## src/rtl/id_stage_pipelined_if.sv

```systemverilog
// Bundle between IF/ID, write-back, hazard unit and EXE for the ARM decode stage.
// master drives instructions, write-back and EXE readiness; slave is the decode stage.
interface id_stage_pipelined_if #(
    parameter int DATA_W = 32,
    parameter int REG_AW = 4
);
    logic [DATA_W-1:0] PC_in;
    logic [31:0]       instruction;
    logic              in_valid;
    logic              in_ready;
    logic              hazard;
    logic              flush;
    logic [3:0]        SR;
    logic [DATA_W-1:0] Result_WB;
    logic              writeBackEn;
    logic [REG_AW-1:0] Dest_wb;
    logic [REG_AW-1:0] src1;
    logic [REG_AW-1:0] src2;
    logic              Two_src;
    logic              out_valid;
    logic              out_ready;
    logic              WB_EN;
    logic              MEM_R_EN;
    logic              MEM_W_EN;
    logic              B;
    logic              S;
    logic [3:0]        EXE_CMD;
    logic [DATA_W-1:0] Val_Rn;
    logic [DATA_W-1:0] Val_Rm;
    logic [DATA_W-1:0] PC_out;
    logic              imm;
    logic [11:0]       Shift_operand;
    logic [23:0]       Signed_imm_24;
    logic [REG_AW-1:0] Dest;
    logic [REG_AW-1:0] src1_q;
    logic [REG_AW-1:0] src2_q;

    modport master (
        output PC_in, instruction, in_valid, hazard, flush, SR,
               Result_WB, writeBackEn, Dest_wb, out_ready,
        input  in_ready, src1, src2, Two_src, out_valid, WB_EN, MEM_R_EN,
               MEM_W_EN, B, S, EXE_CMD, Val_Rn, Val_Rm, PC_out, imm,
               Shift_operand, Signed_imm_24, Dest, src1_q, src2_q
    );

    modport slave (
        input  PC_in, instruction, in_valid, hazard, flush, SR,
               Result_WB, writeBackEn, Dest_wb, out_ready,
        output in_ready, src1, src2, Two_src, out_valid, WB_EN, MEM_R_EN,
               MEM_W_EN, B, S, EXE_CMD, Val_Rn, Val_Rm, PC_out, imm,
               Shift_operand, Signed_imm_24, Dest, src1_q, src2_q
    );
endinterface

```

## src/rtl/id_stage_pipelined.sv

```systemverilog
// ARM decode stage: register file with write-back bypass, condition check and
// decode, feeding a built-in ID/EXE register with valid/ready, bubbles and flush.
module id_stage_pipelined #(
    parameter int DATA_W   = 32,
    parameter int NUM_REGS = 16,
    parameter int REG_AW   = 4
) (
    input logic                clk,
    input logic                rst,
    id_stage_pipelined_if.slave bus
);

    typedef struct packed {
        logic       wb_en;
        logic       mem_r_en;
        logic       mem_w_en;
        logic       b;
        logic       s;
        logic [3:0] exe_cmd;
    } ctrl_t;

    logic [DATA_W-1:0] regs [NUM_REGS];
    logic [1:0]        mode;
    logic [3:0]        op;
    logic              sb;
    logic              is_store;
    logic              wb_valid;
    logic [DATA_W-1:0] rn_val;
    logic [DATA_W-1:0] rm_val;
    ctrl_t             dec;
    ctrl_t             ctrl;
    ctrl_t             ctrl_q;
    logic              out_valid_q;

    assign mode     = bus.instruction[27:26];
    assign op       = bus.instruction[24:21];
    assign sb       = bus.instruction[20];
    assign is_store = (mode == 2'b01) && !sb;

    assign bus.src1     = bus.instruction[19:16];
    assign bus.src2     = is_store ? bus.instruction[15:12] : bus.instruction[3:0];
    assign bus.Two_src  = ~bus.instruction[25] | is_store;
    assign bus.in_ready = (~out_valid_q | bus.out_ready) & ~bus.hazard & ~bus.flush;

    // Out-of-range write-back targets neither update nor bypass.
    assign wb_valid = bus.writeBackEn && (int'(bus.Dest_wb) < NUM_REGS);

    function automatic logic cond_pass(input logic [3:0] c, input logic [3:0] sr);
        logic n, z, cf, v;
        {n, z, cf, v} = sr;
        case (c)
            4'b0000: cond_pass = z;
            4'b0001: cond_pass = ~z;
            4'b0010: cond_pass = cf;
            4'b0011: cond_pass = ~cf;
            4'b0100: cond_pass = n;
            4'b0101: cond_pass = ~n;
            4'b0110: cond_pass = v;
            4'b0111: cond_pass = ~v;
            4'b1000: cond_pass = cf & ~z;
            4'b1001: cond_pass = ~cf | z;
            4'b1010: cond_pass = (n == v);
            4'b1011: cond_pass = (n != v);
            4'b1100: cond_pass = ~z & (n == v);
            4'b1101: cond_pass = z | (n != v);
            4'b1110: cond_pass = 1'b1;
            default: cond_pass = 1'b0;
        endcase
    endfunction

    always_comb begin
        // NOTE: every output of a combinational block gets a default first, so no path leaves it unassigned and infers a latch.
        rn_val = '0;
        rm_val = '0;
        for (int i = 0; i < NUM_REGS; i++) begin
            if (bus.src1 == REG_AW'(i)) rn_val = regs[i];
            if (bus.src2 == REG_AW'(i)) rm_val = regs[i];
        end
        if (wb_valid && bus.Dest_wb == bus.src1) rn_val = bus.Result_WB;
        if (wb_valid && bus.Dest_wb == bus.src2) rm_val = bus.Result_WB;
    end

    always_comb begin
        dec = '0;
        case (mode)
            2'b00: begin
                dec.s     = sb;
                dec.wb_en = 1'b1;
                case (op)
                    4'b1101: dec.exe_cmd = 4'b0001;
                    4'b1111: dec.exe_cmd = 4'b1001;
                    4'b0100: dec.exe_cmd = 4'b0010;
                    4'b0101: dec.exe_cmd = 4'b0011;
                    4'b0010: dec.exe_cmd = 4'b0100;
                    4'b0110: dec.exe_cmd = 4'b0101;
                    4'b0000: dec.exe_cmd = 4'b0110;
                    4'b1100: dec.exe_cmd = 4'b0111;
                    4'b0001: dec.exe_cmd = 4'b1000;
                    4'b1010: begin dec.exe_cmd = 4'b0100; dec.wb_en = 1'b0; end
                    4'b1000: begin dec.exe_cmd = 4'b0110; dec.wb_en = 1'b0; end
                    default: dec = '0;
                endcase
            end
            2'b01: begin
                dec.exe_cmd = 4'b0010;
                if (sb) begin
                    dec.mem_r_en = 1'b1;
                    dec.wb_en    = 1'b1;
                end else begin
                    dec.mem_w_en = 1'b1;
                end
            end
            2'b10: dec.b = 1'b1;
            default: dec = '0;
        endcase
        ctrl = cond_pass(bus.instruction[31:28], bus.SR) ? dec : '0;
    end

    always_ff @(posedge clk) begin
        // NOTE: the register file is cleared on reset because software may read a register before ever writing it.
        if (rst) begin
            for (int i = 0; i < NUM_REGS; i++) regs[i] <= '0;
        end else begin
            for (int i = 0; i < NUM_REGS; i++)
                if (wb_valid && bus.Dest_wb == REG_AW'(i)) regs[i] <= bus.Result_WB;
        end
    end

    always_ff @(posedge clk) begin
        // NOTE: sequential state uses non-blocking assignments so every register samples pre-edge values.
        if (rst) begin
            out_valid_q       <= 1'b0;
            ctrl_q            <= '0;
            bus.Val_Rn        <= '0;
            bus.Val_Rm        <= '0;
            bus.PC_out        <= '0;
            bus.imm           <= 1'b0;
            bus.Shift_operand <= '0;
            bus.Signed_imm_24 <= '0;
            bus.Dest          <= '0;
            bus.src1_q        <= '0;
            bus.src2_q        <= '0;
        end else if (bus.flush) begin
            out_valid_q <= 1'b0;
            ctrl_q      <= '0;
        end else if (!out_valid_q || bus.out_ready) begin
            // Bubbles keep the old data fields; only valid and controls drop.
            if (bus.hazard || !bus.in_valid) begin
                out_valid_q <= 1'b0;
                ctrl_q      <= '0;
            end else begin
                out_valid_q       <= 1'b1;
                ctrl_q            <= ctrl;
                bus.Val_Rn        <= rn_val;
                bus.Val_Rm        <= rm_val;
                bus.PC_out        <= bus.PC_in;
                bus.imm           <= bus.instruction[25];
                bus.Shift_operand <= bus.instruction[11:0];
                bus.Signed_imm_24 <= bus.instruction[23:0];
                bus.Dest          <= bus.instruction[15:12];
                bus.src1_q        <= bus.src1;
                bus.src2_q        <= bus.src2;
            end
        end
    end

    assign bus.out_valid = out_valid_q;
    assign bus.WB_EN     = ctrl_q.wb_en;
    assign bus.MEM_R_EN  = ctrl_q.mem_r_en;
    assign bus.MEM_W_EN  = ctrl_q.mem_w_en;
    assign bus.B         = ctrl_q.b;
    assign bus.S         = ctrl_q.s;
    assign bus.EXE_CMD   = ctrl_q.exe_cmd;

endmodule
```

## src/flat_wrapper.sv

```systemverilog
// flat-port wrapper written by rule: the top's interface ports become plain ports
module id_stage_pipelined_flat 
#(
    parameter int DATA_W   = 32,
    parameter int NUM_REGS = 16,
    parameter int REG_AW   = 4
)
  (clk, rst, bus_PC_in, bus_instruction, bus_in_valid, bus_hazard, bus_flush, bus_SR, bus_Result_WB, bus_writeBackEn, bus_Dest_wb, bus_out_ready, bus_in_ready, bus_src1, bus_src2, bus_Two_src, bus_out_valid, bus_WB_EN, bus_MEM_R_EN, bus_MEM_W_EN, bus_B, bus_S, bus_EXE_CMD, bus_Val_Rn, bus_Val_Rm, bus_PC_out, bus_imm, bus_Shift_operand, bus_Signed_imm_24, bus_Dest, bus_src1_q, bus_src2_q);
  id_stage_pipelined_if #(.DATA_W(DATA_W), .REG_AW(REG_AW)) bus_i ();
  input logic clk;
  input logic rst;
  input wire logic [$bits(bus_i.PC_in)-1:0] bus_PC_in;
  input wire logic [$bits(bus_i.instruction)-1:0] bus_instruction;
  input wire logic [$bits(bus_i.in_valid)-1:0] bus_in_valid;
  input wire logic [$bits(bus_i.hazard)-1:0] bus_hazard;
  input wire logic [$bits(bus_i.flush)-1:0] bus_flush;
  input wire logic [$bits(bus_i.SR)-1:0] bus_SR;
  input wire logic [$bits(bus_i.Result_WB)-1:0] bus_Result_WB;
  input wire logic [$bits(bus_i.writeBackEn)-1:0] bus_writeBackEn;
  input wire logic [$bits(bus_i.Dest_wb)-1:0] bus_Dest_wb;
  input wire logic [$bits(bus_i.out_ready)-1:0] bus_out_ready;
  output wire logic [$bits(bus_i.in_ready)-1:0] bus_in_ready;
  output wire logic [$bits(bus_i.src1)-1:0] bus_src1;
  output wire logic [$bits(bus_i.src2)-1:0] bus_src2;
  output wire logic [$bits(bus_i.Two_src)-1:0] bus_Two_src;
  output wire logic [$bits(bus_i.out_valid)-1:0] bus_out_valid;
  output wire logic [$bits(bus_i.WB_EN)-1:0] bus_WB_EN;
  output wire logic [$bits(bus_i.MEM_R_EN)-1:0] bus_MEM_R_EN;
  output wire logic [$bits(bus_i.MEM_W_EN)-1:0] bus_MEM_W_EN;
  output wire logic [$bits(bus_i.B)-1:0] bus_B;
  output wire logic [$bits(bus_i.S)-1:0] bus_S;
  output wire logic [$bits(bus_i.EXE_CMD)-1:0] bus_EXE_CMD;
  output wire logic [$bits(bus_i.Val_Rn)-1:0] bus_Val_Rn;
  output wire logic [$bits(bus_i.Val_Rm)-1:0] bus_Val_Rm;
  output wire logic [$bits(bus_i.PC_out)-1:0] bus_PC_out;
  output wire logic [$bits(bus_i.imm)-1:0] bus_imm;
  output wire logic [$bits(bus_i.Shift_operand)-1:0] bus_Shift_operand;
  output wire logic [$bits(bus_i.Signed_imm_24)-1:0] bus_Signed_imm_24;
  output wire logic [$bits(bus_i.Dest)-1:0] bus_Dest;
  output wire logic [$bits(bus_i.src1_q)-1:0] bus_src1_q;
  output wire logic [$bits(bus_i.src2_q)-1:0] bus_src2_q;
  assign bus_i.PC_in = bus_PC_in;
  assign bus_i.instruction = bus_instruction;
  assign bus_i.in_valid = bus_in_valid;
  assign bus_i.hazard = bus_hazard;
  assign bus_i.flush = bus_flush;
  assign bus_i.SR = bus_SR;
  assign bus_i.Result_WB = bus_Result_WB;
  assign bus_i.writeBackEn = bus_writeBackEn;
  assign bus_i.Dest_wb = bus_Dest_wb;
  assign bus_i.out_ready = bus_out_ready;
  assign bus_in_ready = bus_i.in_ready;
  assign bus_src1 = bus_i.src1;
  assign bus_src2 = bus_i.src2;
  assign bus_Two_src = bus_i.Two_src;
  assign bus_out_valid = bus_i.out_valid;
  assign bus_WB_EN = bus_i.WB_EN;
  assign bus_MEM_R_EN = bus_i.MEM_R_EN;
  assign bus_MEM_W_EN = bus_i.MEM_W_EN;
  assign bus_B = bus_i.B;
  assign bus_S = bus_i.S;
  assign bus_EXE_CMD = bus_i.EXE_CMD;
  assign bus_Val_Rn = bus_i.Val_Rn;
  assign bus_Val_Rm = bus_i.Val_Rm;
  assign bus_PC_out = bus_i.PC_out;
  assign bus_imm = bus_i.imm;
  assign bus_Shift_operand = bus_i.Shift_operand;
  assign bus_Signed_imm_24 = bus_i.Signed_imm_24;
  assign bus_Dest = bus_i.Dest;
  assign bus_src1_q = bus_i.src1_q;
  assign bus_src2_q = bus_i.src2_q;
  id_stage_pipelined #(.DATA_W(DATA_W), .NUM_REGS(NUM_REGS), .REG_AW(REG_AW)) u_core (.clk(clk), .rst(rst), .bus(bus_i));
endmodule
```

## config.mk

```make
export PLATFORM = sky130hd
export DESIGN_NAME = id_stage_pipelined_flat
export DESIGN_NICKNAME = d
export VERILOG_FILES = /design/src/rtl/id_stage_pipelined_if.sv /design/src/rtl/id_stage_pipelined.sv /design/src/flat_wrapper.sv
export SDC_FILE = /design/constraint.sdc
export NUM_CORES = 1
export LEC_CHECK = 0
export CAP_MARGIN = 20
export CELL_PAD_IN_SITES_DETAIL_PLACEMENT = 1
export CELL_PAD_IN_SITES_GLOBAL_PLACEMENT = 2
export CORE_ASPECT_RATIO = 1.4
export CORE_MARGIN = 3
export CORE_UTILIZATION = 41
export DETAILED_ROUTE_END_ITERATION = 16
export GPL_TIMING_DRIVEN = 1
export PLACE_DENSITY = 0.92
export REMOVE_ABC_BUFFERS = 1
export SYNTH_ARGS = -nofsm -noshare
export SYNTH_HDL_FRONTEND = slang
export SYNTH_SLANG_ARGS = --single-unit
```

## constraint.sdc

```tcl
create_clock -name clk -period 6.84 [get_ports clk]
set_clock_uncertainty 0.15 [all_clocks]
set_input_delay 0.684 -clock clk [delete_from_list [all_inputs] [get_ports clk]]
set_output_delay 0.684 -clock clk [all_outputs]
set_load 0.1 [all_outputs]
```

; After elaboration in Yosys (flattened, before gate mapping)
; Memories as Yosys holds them, arrays and structs flattened.
; Index checks and enable logic that the tools add are counted.
[totals]
reg_bits = 155
ramBits = 512
input_bits = 111
out_inout_bits = 165
elab_cells = 275
n_memories = 1
[memory_table]
columns = memory, depth, word_bits, read_ports, rd_ports_with_merged_regs, write_ports, line_no
row1 = u_core.regs, 16, 32, 16, 0, 16, id_stage_pipelined.sv:22  ; logic [DATA_W-1:0] regs [NUM_REGS];
[op_classes]
eq_ne = 75
mux = 114
n_bitwise = 33
n_reduce_logical = 36
[op_table]
columns = operator, count
row1 = two-way mux 32 bit, 50
row2 = "equality test 4 bit, second input constant", 36
row3 = "equality test 4 x 3 -> 1 bit, second input constant", 19
row4 = two-way mux 1 bit, 55
row5 = "equality test 4 x 2 -> 1 bit, second input constant", 9
row6 = one-hot mux 4 bit (9 select lines), 1
row7 = "equality test 4 x 1 -> 1 bit, second input constant", 5
row8 = zero test 4 bit, 5
row9 = OR 1 bit, 20
row10 = logical AND 1 bit, 19
row11 = two-way mux 9 bit, 2
row12 = one-hot mux 1 bit (15 select lines), 1
row13 = OR reduction 11 bit, 1
row14 = NOT 1 bit, 9
row15 = OR reduction 9 bit, 1
row16 = equality test 4 bit, 2
row17 = one-hot mux 4 bit (2 select lines), 1
row18 = one-hot mux 3 bit (2 select lines), 1
row19 = OR reduction 2 bit, 3
row20 = AND 1 bit, 4
row21 = two-way mux 4 bit, 1
row22 = zero test 1 bit, 3
row23 = AND reduction 3 bit, 1
row24 = "equality test 2 x 1 -> 1 bit, second input constant", 1
row25 = 7 further kinds, 8

; Longest topological paths before layout
; Gate-level depths: netlist (run 1).
[depth]
depth_word = 21
mapped_depth = 12
mapped_depth_nobuf = 9

; Worst setup path after synthesis (run 1)
; OpenSTA, ideal clock, no wires.
[synth_path]
path_type = input -> register
from = input port bus_instruction[20]
to = register u_core.bus.Val_Rm[12] in the netlist's numbering
setup_time_ns = 0.070
arrival_ns = 3.792
required_time_ns = 6.620
setup_slack_ns = 2.829
cell_stages = 11
path_buffers = 4
cell_sequence = or3b_1 buf_6 mux2i_2 inv_2 clkbuf_1 buf_2 clkbuf_1 o21ai_0 a311oi_1 o221ai_1 a21oi_1
[synth_via]
elab_chain_len = 21
elab_cells_between_ends = 38
classes_between = eq/ne: 16 / mux: 18 / reduce/logical: 4
[synth_rtl]
columns = element, line_no
row1 = "start, declared", flat_wrapper.sv:13  ; input wire logic [$bits(bus_i.instruction)-1:0] bus_instruction;
row2 = zero test 1 bit (*), id_stage_pipelined.sv:38  ; assign is_store = (mode == 2'b01) && !sb;
row3 = logical AND 1 bit (*), id_stage_pipelined.sv:38
row4 = two-way mux 4 bit (*), id_stage_pipelined.sv:41  ; assign bus.src2 = is_store ? bus.instruction[15:12] : bus.instruction[3:0];
row5 = net bus_src2[1], flat_wrapper.sv:24  ; output wire logic [$bits(bus_i.src2)-1:0] bus_src2;
row6 = zero test 4 bit, id_stage_pipelined.sv:77  ; if (bus.src2 == REG_AW'(i)) rm_val = regs[i];
row7 = two-way mux 32 bit (16 in a row), id_stage_pipelined.sv:77
row8 = two-way mux 32 bit (*), id_stage_pipelined.sv:80  ; if (wb_valid && bus.Dest_wb == bus.src2) rm_val = bus.Result_WB;
row9 = "end signal, assigned", id_stage_pipelined.sv:155  ; bus.Val_Rm <= rm_val;
row10 = "end, declared", id_stage_pipelined_if.sv:50  ; MEM_W_EN, B, S, EXE_CMD, Val_Rn, Val_Rm, PC_out, imm,
; The timed path passes the listed nets; every way through them passes the cells marked *.
; A chain may end at the register's enable or synchronous reset.

; Worst setup path after layout (run 1)
[layout_path]
from = input port bus_instruction[26]
to = register u_core.bus.Val_Rm[8] in the netlist's numbering
[layout_via]
elab_chain_len = 21
elab_cells_between_ends = 38
classes_between = eq/ne: 17 / mux: 18 / reduce/logical: 3
[layout_rtl]
columns = element, line_no
row1 = equality test 2 x 1 -> 1 bit (*), id_stage_pipelined.sv:38
row2 = logical AND 1 bit (*), id_stage_pipelined.sv:38
row3 = two-way mux 4 bit (*), id_stage_pipelined.sv:41
row4 = zero test 4 bit, id_stage_pipelined.sv:77
row5 = two-way mux 32 bit (16 in a row), id_stage_pipelined.sv:77
row6 = two-way mux 32 bit (*), id_stage_pipelined.sv:80
; Mark *: on every way between the ends. The rest lies on a longest branch, timed or not.

==> results of run 1 <==
area by class of cell:
| cell class | count | area share (%) |
|---|---|---|
| Clock inverter | 30 | 0.770 |
| Clock buffer | 90 | 5.00 |
| Inverter | 46 | 0.456 |
| Timing Repair Buffer | 383 | 9.43 |
| Sequential cell | 647 | 47.7 |
| Multi-Input combinational cell | 2130 | 33.2 |
| Tap cell | 1037 | 3.43 |
stage by stage:
| step | instance area [um2] | worst slack (ns) |
|---|---|---|
| floorplan | 30700 | 0.0374 |
| global placement | 35700 | 1.60 |
| detailed placement | 35700 | 1.51 |
| CTS | 37900 | 2.07 |
| global route | 37900 | 1.78 |
| finish | 37900 | 1.90 |
how the worst min path moves through the flow:
stage,startpoint,slack (ns),endpoint,cells past startpoint
2_1_floorplan,u_core.regs[0][461]$_DFFE_PP_,0.37,u_core.bus.Val_Rn[13]$_SDFFE_PP0P_,2
3_3_place_gp,u_core.bus.Val_Rn[28]$_SDFFE_PP0P_,0.29,u_core.bus.Val_Rn[28]$_SDFFE_PP0P_,2
3_5_place_dp,u_core.bus.PC_out[0]$_SDFFE_PP0P_,0.30,u_core.bus.PC_out[0]$_SDFFE_PP0P_,2
4_1_cts,u_core.bus.PC_out[14]$_SDFFE_PP0P_,0.31,u_core.bus.PC_out[14]$_SDFFE_PP0P_,2
5_1_grt,u_core.bus.PC_out[0]$_SDFFE_PP0P_,0.32,u_core.bus.PC_out[0]$_SDFFE_PP0P_,2
6_report,u_core.bus.PC_out[14]$_SDFFE_PP0P_,0.30,u_core.bus.PC_out[14]$_SDFFE_PP0P_,2
logic make-up (layout without fill, tap and decap cells):
kind of cell    after synthesis  count (layout)
compound gates              939             939
xor+xnor                     11              11
buf+inv                     349             549
flops                       647             647
mux                          96              96
simple gates               1084            1084
layer usage:
metal  global-route usage [%]  part of all wire (%)
met1                     42.9                    36
met2                     56.6                    45
met3                     7.66                    11
met4                     23.1                   7.6
met5                        0                 0.018
tightest hold or removal path, delay by kind of cell, from the launching register on:
kind,cells,cell delay [ns]
AND/OR/NAND/NOR,1,0.05
AO/OA/AOI/OAI,1,0.05
flip-flops,1,0.30
power groups by stage:
stage                     sequential, mW  combinational (mW)  clock (mW)
after floorplan                     4.93               0.603           0
after global placement              4.74                1.49           0
after detailed placement            4.76                1.52           0
after CTS                           4.68                1.53        3.79
after global routing                4.70                1.62        3.93
final                               4.69                1.57        3.76
registers in the layout, summed over array words and instances, names as in the netlist:
| register | count |
|---|---|
| u_core.bus.B | 1 |
| u_core.bus.Dest | 3 |
| u_core.bus.EXE_CMD | 4 |
| u_core.bus.MEM_R_EN | 1 |
| u_core.bus.MEM_W_EN | 1 |
| u_core.bus.PC_out | 32 |
| u_core.bus.S | 1 |
| u_core.bus.Signed_imm_24 | 18 |
| u_core.bus.Val_Rm | 32 |
| u_core.bus.Val_Rn | 32 |
| u_core.bus.WB_EN | 1 |
| u_core.bus.imm | 1 |
| u_core.bus.out_valid | 1 |
| u_core.bus.src1_q | 3 |
| u_core.bus.src2_q | 4 |
| u_core.regs | 512 |
cell usage in the layout, fill, tap and decap left out, types with 61 or more instances in the layout:
master	n
a21oi_1	233
nor2_1	482
dfxtp_1	135
o21ai_0	178
edfxtp_1	512
a22oi_1	104
nand3_1	62
nand2_1	313
buf_4	110
o22ai_1	77
clkdlybuf4s50_1	268
clkbuf_16	71
a221oi_1	61
==> run summary, run 1 <==
maximum root-to-sink buffer count = 3
non-filler cells, final = 4,363
H-tree Lvls = 3
critical path class = primary input to flip-flop
total grt overflow = 0
Period Utilization, post-route = 72.2%
DR vias = 29,600
Register Area = 18,100 um2
distinct cell type count after synthesis = 76
Routed Antenna Nets = 0
Synth area leader = edfxtp_1
Worst R2R Path Depth = 6
CP top delay family = simple AND/OR/NAND/NOR gates
first-pass GRT wire length = 211 mm
Port Buf Inserts = 275
mux contribution to synthesized area = 4.32%
Syn Area/Cell = 10.2 um2
R2R setup slack = 3.50 ns
IO Pins = 276
Setup TNS = 0 ns
Logic pwr share = 15.6%
CTS tree = yes
clock-pin slew on the worst setup and hold paths = 0.06 ns
top_reg_cell synth = edfxtp_1
share of the synthesized area in the top cell type = 48.0%
multi-input logic area = 12,600 um2
fraction of registers with async set/reset = 0%
DRC viols = 0
Sw Pwr = 2.94 mW
FILL cells = 8,388
Post-Route WL = 148 mm
clock sinks = 647
Startpoint Class = primary input
All-Layer GR Usage = 35.2%
R2R Path Start = u_core.bus.out_valid$_SDFFE_PP0N_
internal cell power = 7.08 mW
EDFF count, synth = 512
CP bufs+invs = 3
DP HPWL = 99.1 mm
sequential power share = 46.8%
nets = 3,387
sw frac = 29.4%
Hold Slack = 0.302 ns
post-synthesis register bit count = 647
WP depth = 10
crit path time final = 4.94 ns
outcome = completed
Post-Syn Area = 32,000 um2
Die Ht = 337 um
Initial DRC Count = 4,488
leak pwr = 12.7 nW
Final Power = 10.0 mW
adder-cell area share of the yosys netlist = 0%
worst path required time = 7.20 ns
worst path cell trace = clkdlybuf4s50_1 -> or3b_2 -> mux2i_4 -> inv_2 -> xnor2_1 -> and4_1 -> buf_4 -> a221o_1 -> a211oi_1 -> nor4_1
vias per cell = 6.78
cts bufs inserted = 68
ratio of cells with drive above 1 in the final layout = 9.50%
Cell Pwr Density = 265 nW/um2
fmax = 0.203 GHz
Core Util, Final = 49.3%
RSZ-0062 raised after global routing = no
CTS Hold Buffers Added = 0
# diodes = 0
max-cap violations = 0
Synth warnings = 0
Synth top cells by count = edfxtp_1, nor2_1, nand2_1
crit end category = flip-flop
Synth Area in Simple Gates = 14.8%
DRT Pass-1 Iters = 6
Data arrival, critical path = 5.30 ns
die area = 81,500 um2
average wire per standard cell = 33.8 um
Synth area leaders = edfxtp_1, dfxtp_1, nor2_1
Setup Fix Bufs, Post-CTS = 0
via count of the first global-routing pass = 30,200
worst-skew pair later-pin latency = 0.64 ns
cell row count = 120
Slowest-stage cell, CP = and4_1
sequential element share of the synthesized area = 56.5%
Crit path largest cell delay = 0.84 ns
Worst R2R End = u_core.bus.Val_Rn[20]$_SDFFE_PP0P_
Slew Viols, Final = 0
Hold Crit Class = flip-flop to flip-flop
GP Congestion = 0.995
die extent in x = 242 um
final setup vio count = 0
Rel. slew slack = 16.7%
count leader, synth = edfxtp_1
Critical Path Fanout Max = 30
P&R area growth vs syn = 18.3%
Core Footprint = 76,900 um2
Clock power frac = 37.6%
Starting Density = 41.6%
CTS resizes = 0
XOR/XNOR Fraction of Synth Area = 0.301%
Post-Synthesis Cells = 3,126
clk root buf = clkbuf_16
antenna violations before repair = 3
final hold viol count = 0
DP Cell Count = 4,243
compound-cell area share of the yosys netlist = 19.5%
largest net degree at the start of global routing = 117
VDD IR max = 0.165 mV
Worst Tran Pin Value = 1.21 ns
Critical Path End = u_core.bus.Val_Rm[8]$_SDFFE_PP0P_
Worst Setup SP = bus_instruction[26]
largest family of logic cells by synthesized area = compound AO/OA/AOI/OAI gates
(Power assumes the default switching activity.)
==> inputs of run 2 (changes only) <==
- CORE_UTILIZATION: 41 -> 38
- PLACE_DENSITY: 0.92 -> 0.86
- clock period: 6.84 -> 4.95 ns (I/O delays scaled with it)
==> run 2 against run 1 <==
Net effect: count of clock-buffer cells in the layout shrank 4; largest cell class unchanged; sequential cell count stayed put; highest routed layer unchanged; first-iteration DRC count down 12%; cell area is 1.9% higher; critical path type unchanged; register-to-register slack got worse by 1.6 ns.
==> run summary, run 2 (synthesis gave the netlist of run 1 again) <==
Initial DRC Count = 3,958 (was 4,488)
Worst Setup SP = bus_instruction[26] (unchanged)
average wire per standard cell = 34.4 um (was 33.8 um)
# diodes = 0 (unchanged)
Crit path largest cell delay = 0.69 ns (was 0.84 ns)
DP HPWL = 110 mm (was 99.1 mm)
Data arrival, critical path = 4.52 ns (was 5.30 ns)
crit path time final = 4.16 ns
H-tree Lvls = 3 (unchanged)
Cell Pwr Density = 366 nW/um2 (was 265 nW/um2)
commonest non-fill, non-tap cell in the layout = edfxtp_1 (unchanged)
leak pwr = 13.1 nW (was 12.7 nW)
cell row count = 125 (was 120)
Hold Slack = 0.190 ns (was 0.302 ns)
nets = 3,450 (was 3,387)
Slew Viols, Final = 0 (unchanged)
Setup Fix Bufs, Post-CTS = 0 (unchanged)
Die Ht = 349 um (was 337 um)
IO Pins = 276 (unchanged)
clock sinks = 647 (unchanged)
Post-Route WL = 154 mm (was 148 mm)
multi-input logic area = 12,600 um2 (about the same)
cts bufs inserted = 67 (was 68)
Setup TNS = 0 ns (unchanged)
crit end category = flip-flop (unchanged)
die extent in x = 251 um (was 242 um)
Starting Density = 38.5% (was 41.6%)
worst path cell trace = clkdlybuf4s50_1 -> or3b_2 -> buf_4 -> mux2_2 -> buf_4 -> a22oi_1 -> a21oi_1 -> a21oi_1 -> o21ai_0 -> a211oi_1 -> nor4_1 (was clkdlybuf4s50_1 -> or3b_2 -> mux2i_4 -> inv_2 -> xnor2_1 -> and4_1 -> buf_4 -> a221o_1 -> a211oi_1 -> nor4_1)
via count of the first global-routing pass = 29,800 (was 30,200)
DR vias = 29,600 (about the same)
GP Congestion = 0.996 (was 0.995)
CP top delay family = buffers and inverters (was simple AND/OR/NAND/NOR gates)
ratio of cells with drive above 1 in the final layout = 11.7% (was 9.50%)
CTS resizes = 0 (unchanged)
P&R area growth vs syn = 20.6% (was 18.3%)
Period Utilization, post-route = 84.0%
final setup vio count = 0 (unchanged)
largest net degree at the start of global routing = 72 (was 117)
Hold Crit Class = primary input to flip-flop (was flip-flop to flip-flop)
WP depth = 11 (was 10)
fmax = 0.240 GHz
Slowest-stage cell, CP = or3b_2 (was and4_1)
RSZ-0062 raised after global routing = no (unchanged)
CTS Hold Buffers Added = 0 (unchanged)
VDD IR max = 0.170 mV (was 0.165 mV)
worst-skew pair later-pin latency = 0.63 ns (was 0.64 ns)
maximum root-to-sink buffer count = 3 (unchanged)
All-Layer GR Usage = 34.1% (was 35.2%)
final hold viol count = 0 (unchanged)
critical path class = primary input to flip-flop (unchanged)
Worst R2R End = u_core.bus.Val_Rm[16]$_SDFFE_PP0P_ (was u_core.bus.Val_Rn[20]$_SDFFE_PP0P_)
Rel. slew slack = 28.2% (was 16.7%)
DRC viols = 0 (unchanged)
max-cap violations = 0 (unchanged)
Routed Antenna Nets = 0 (unchanged)
antenna violations before repair = 7 (was 3)
outcome = completed (unchanged)
first-pass GRT wire length = 218 mm (was 211 mm)
Core Footprint = 83,200 um2 (was 76,900 um2)
Worst Tran Pin Value = 1.08 ns (was 1.21 ns)
FILL cells = 9,034 (was 8,388)
CP bufs+invs = 3 (unchanged)
Reg with most FFs = u_core.regs (unchanged)
clk root buf = clkbuf_16 (unchanged)
Startpoint Class = primary input (unchanged)
vias per cell = 6.62 (was 6.78)
Critical Path Fanout Max = 19 (was 30)
Port Buf Inserts = 275 (unchanged)
max reg flops = 512 (unchanged)
R2R setup slack = 1.91 ns (was 3.50 ns)
R2R Path Start = u_core.bus.out_valid$_SDFFE_PP0N_ (unchanged)
total grt overflow = 0 (unchanged)
DRT Pass-1 Iters = 7 (was 6)
worst path required time = 5.31 ns (was 7.20 ns)
most frequent cells in the layout = edfxtp_1, nor2_1, nand2_1 (unchanged)
DP Cell Count = 4,349 (was 4,243)
clock-pin slew on the worst setup and hold paths = 0.07 ns (was 0.06 ns)
non-filler cells, final = 4,470 (was 4,363)
Critical Path End = u_core.bus.Val_Rm[24]$_SDFFE_PP0P_ (was u_core.bus.Val_Rm[8]$_SDFFE_PP0P_)
Register Area = 18,100 um2 (unchanged)
CTS tree = yes (unchanged)
Worst R2R Path Depth = 10 (was 6)
die area = 87,800 um2 (was 81,500 um2)
## run 2: cell types whose count changed in the layout (fill, tap and decap cells not counted), moves of 2 or more
| cell | change |
|---|---|
| nor3_2 | +2 |
| inv_6 | +2 |
| nor3_4 | -2 |
| nor2_2 | +2 |
| clkinv_2 | +2 |
| buf_4 | +59 |
| clkinv_4 | +2 |
| mux2i_4 | +2 |
| clkinvlp_4 | -2 |
| buf_12 | +8 |
| nor2_1 | -2 |
| clkbuf_1 | -6 |
| clkdlybuf4s50_1 | -3 |
| bufinv_16 | +2 |
## run 2: worst min path at each step
| stage | cells after the start | startpoint | endpoint |
|---|---|---|---|
| 4_1_cts | 2 | rst | u_core.bus.PC_out[15]$_SDFFE_PP0P_ |
| 3_5_place_dp | 1 | u_core.bus.Val_Rn[11]$_SDFFE_PP0P_ | u_core.bus.Val_Rn[11]$_SDFFE_PP0P_ |
| 3_3_place_gp | 2 | u_core.bus.Val_Rn[10]$_SDFFE_PP0P_ | u_core.bus.Val_Rn[10]$_SDFFE_PP0P_ |
| 6_report | 2 | rst | u_core.bus.PC_out[15]$_SDFFE_PP0P_ |
| 2_1_floorplan | 2 | u_core.regs[0][461]$_DFFE_PP_ | u_core.bus.Val_Rn[13]$_SDFFE_PP0P_ |
| 5_1_grt | 2 | rst | u_core.bus.PC_out[14]$_SDFFE_PP0P_ |
## run 2: cell type report
type	instances	share of cell area, %
sequential	647	46.8
multi-input combinational	2130	32.6
timing repair buffer	447	10.7
clock buffer	86	4.89
tap	1079	3.50
clock inverter	35	0.976
inverter	46	0.447
## run 2: report_power, final
group	switching [mW]	total [mW]	internal (mW)
Clock	2.31	5.39	3.08
Sequential	0.265	6.50	6.23
Combinational	1.59	2.23	0.638
Total	4.17	14.1	9.95
## run 2: stage by stage
| stage | setup slack [ns] | cell area, um2 | total power, mW | utilization (%) |
|---|---|---|---|---|
| after floorplan | -1.85 | 30700 | 7.64 | - |
| after global placement | 0.405 | 36300 | 8.72 | 43.7 |
| after detailed placement | 0.358 | 36300 | 8.77 | 43.7 |
| after CTS | 0.972 | 38600 | 14.1 | 46.4 |
| after global routing | 0.686 | 38600 | 14.5 | 46.4 |
| final | 0.792 | 38600 | 14.1 | 46.4 |
## run 2: layer usage
layer	GRT usage [%]	vias up	part of all wire (%)
li1	-	12100	-
met1	42.9	15000	38
met2	56.2	1966	47
met3	5.19	480	9.1
met4	19.2	4	6.3
met5	0	-	0.017
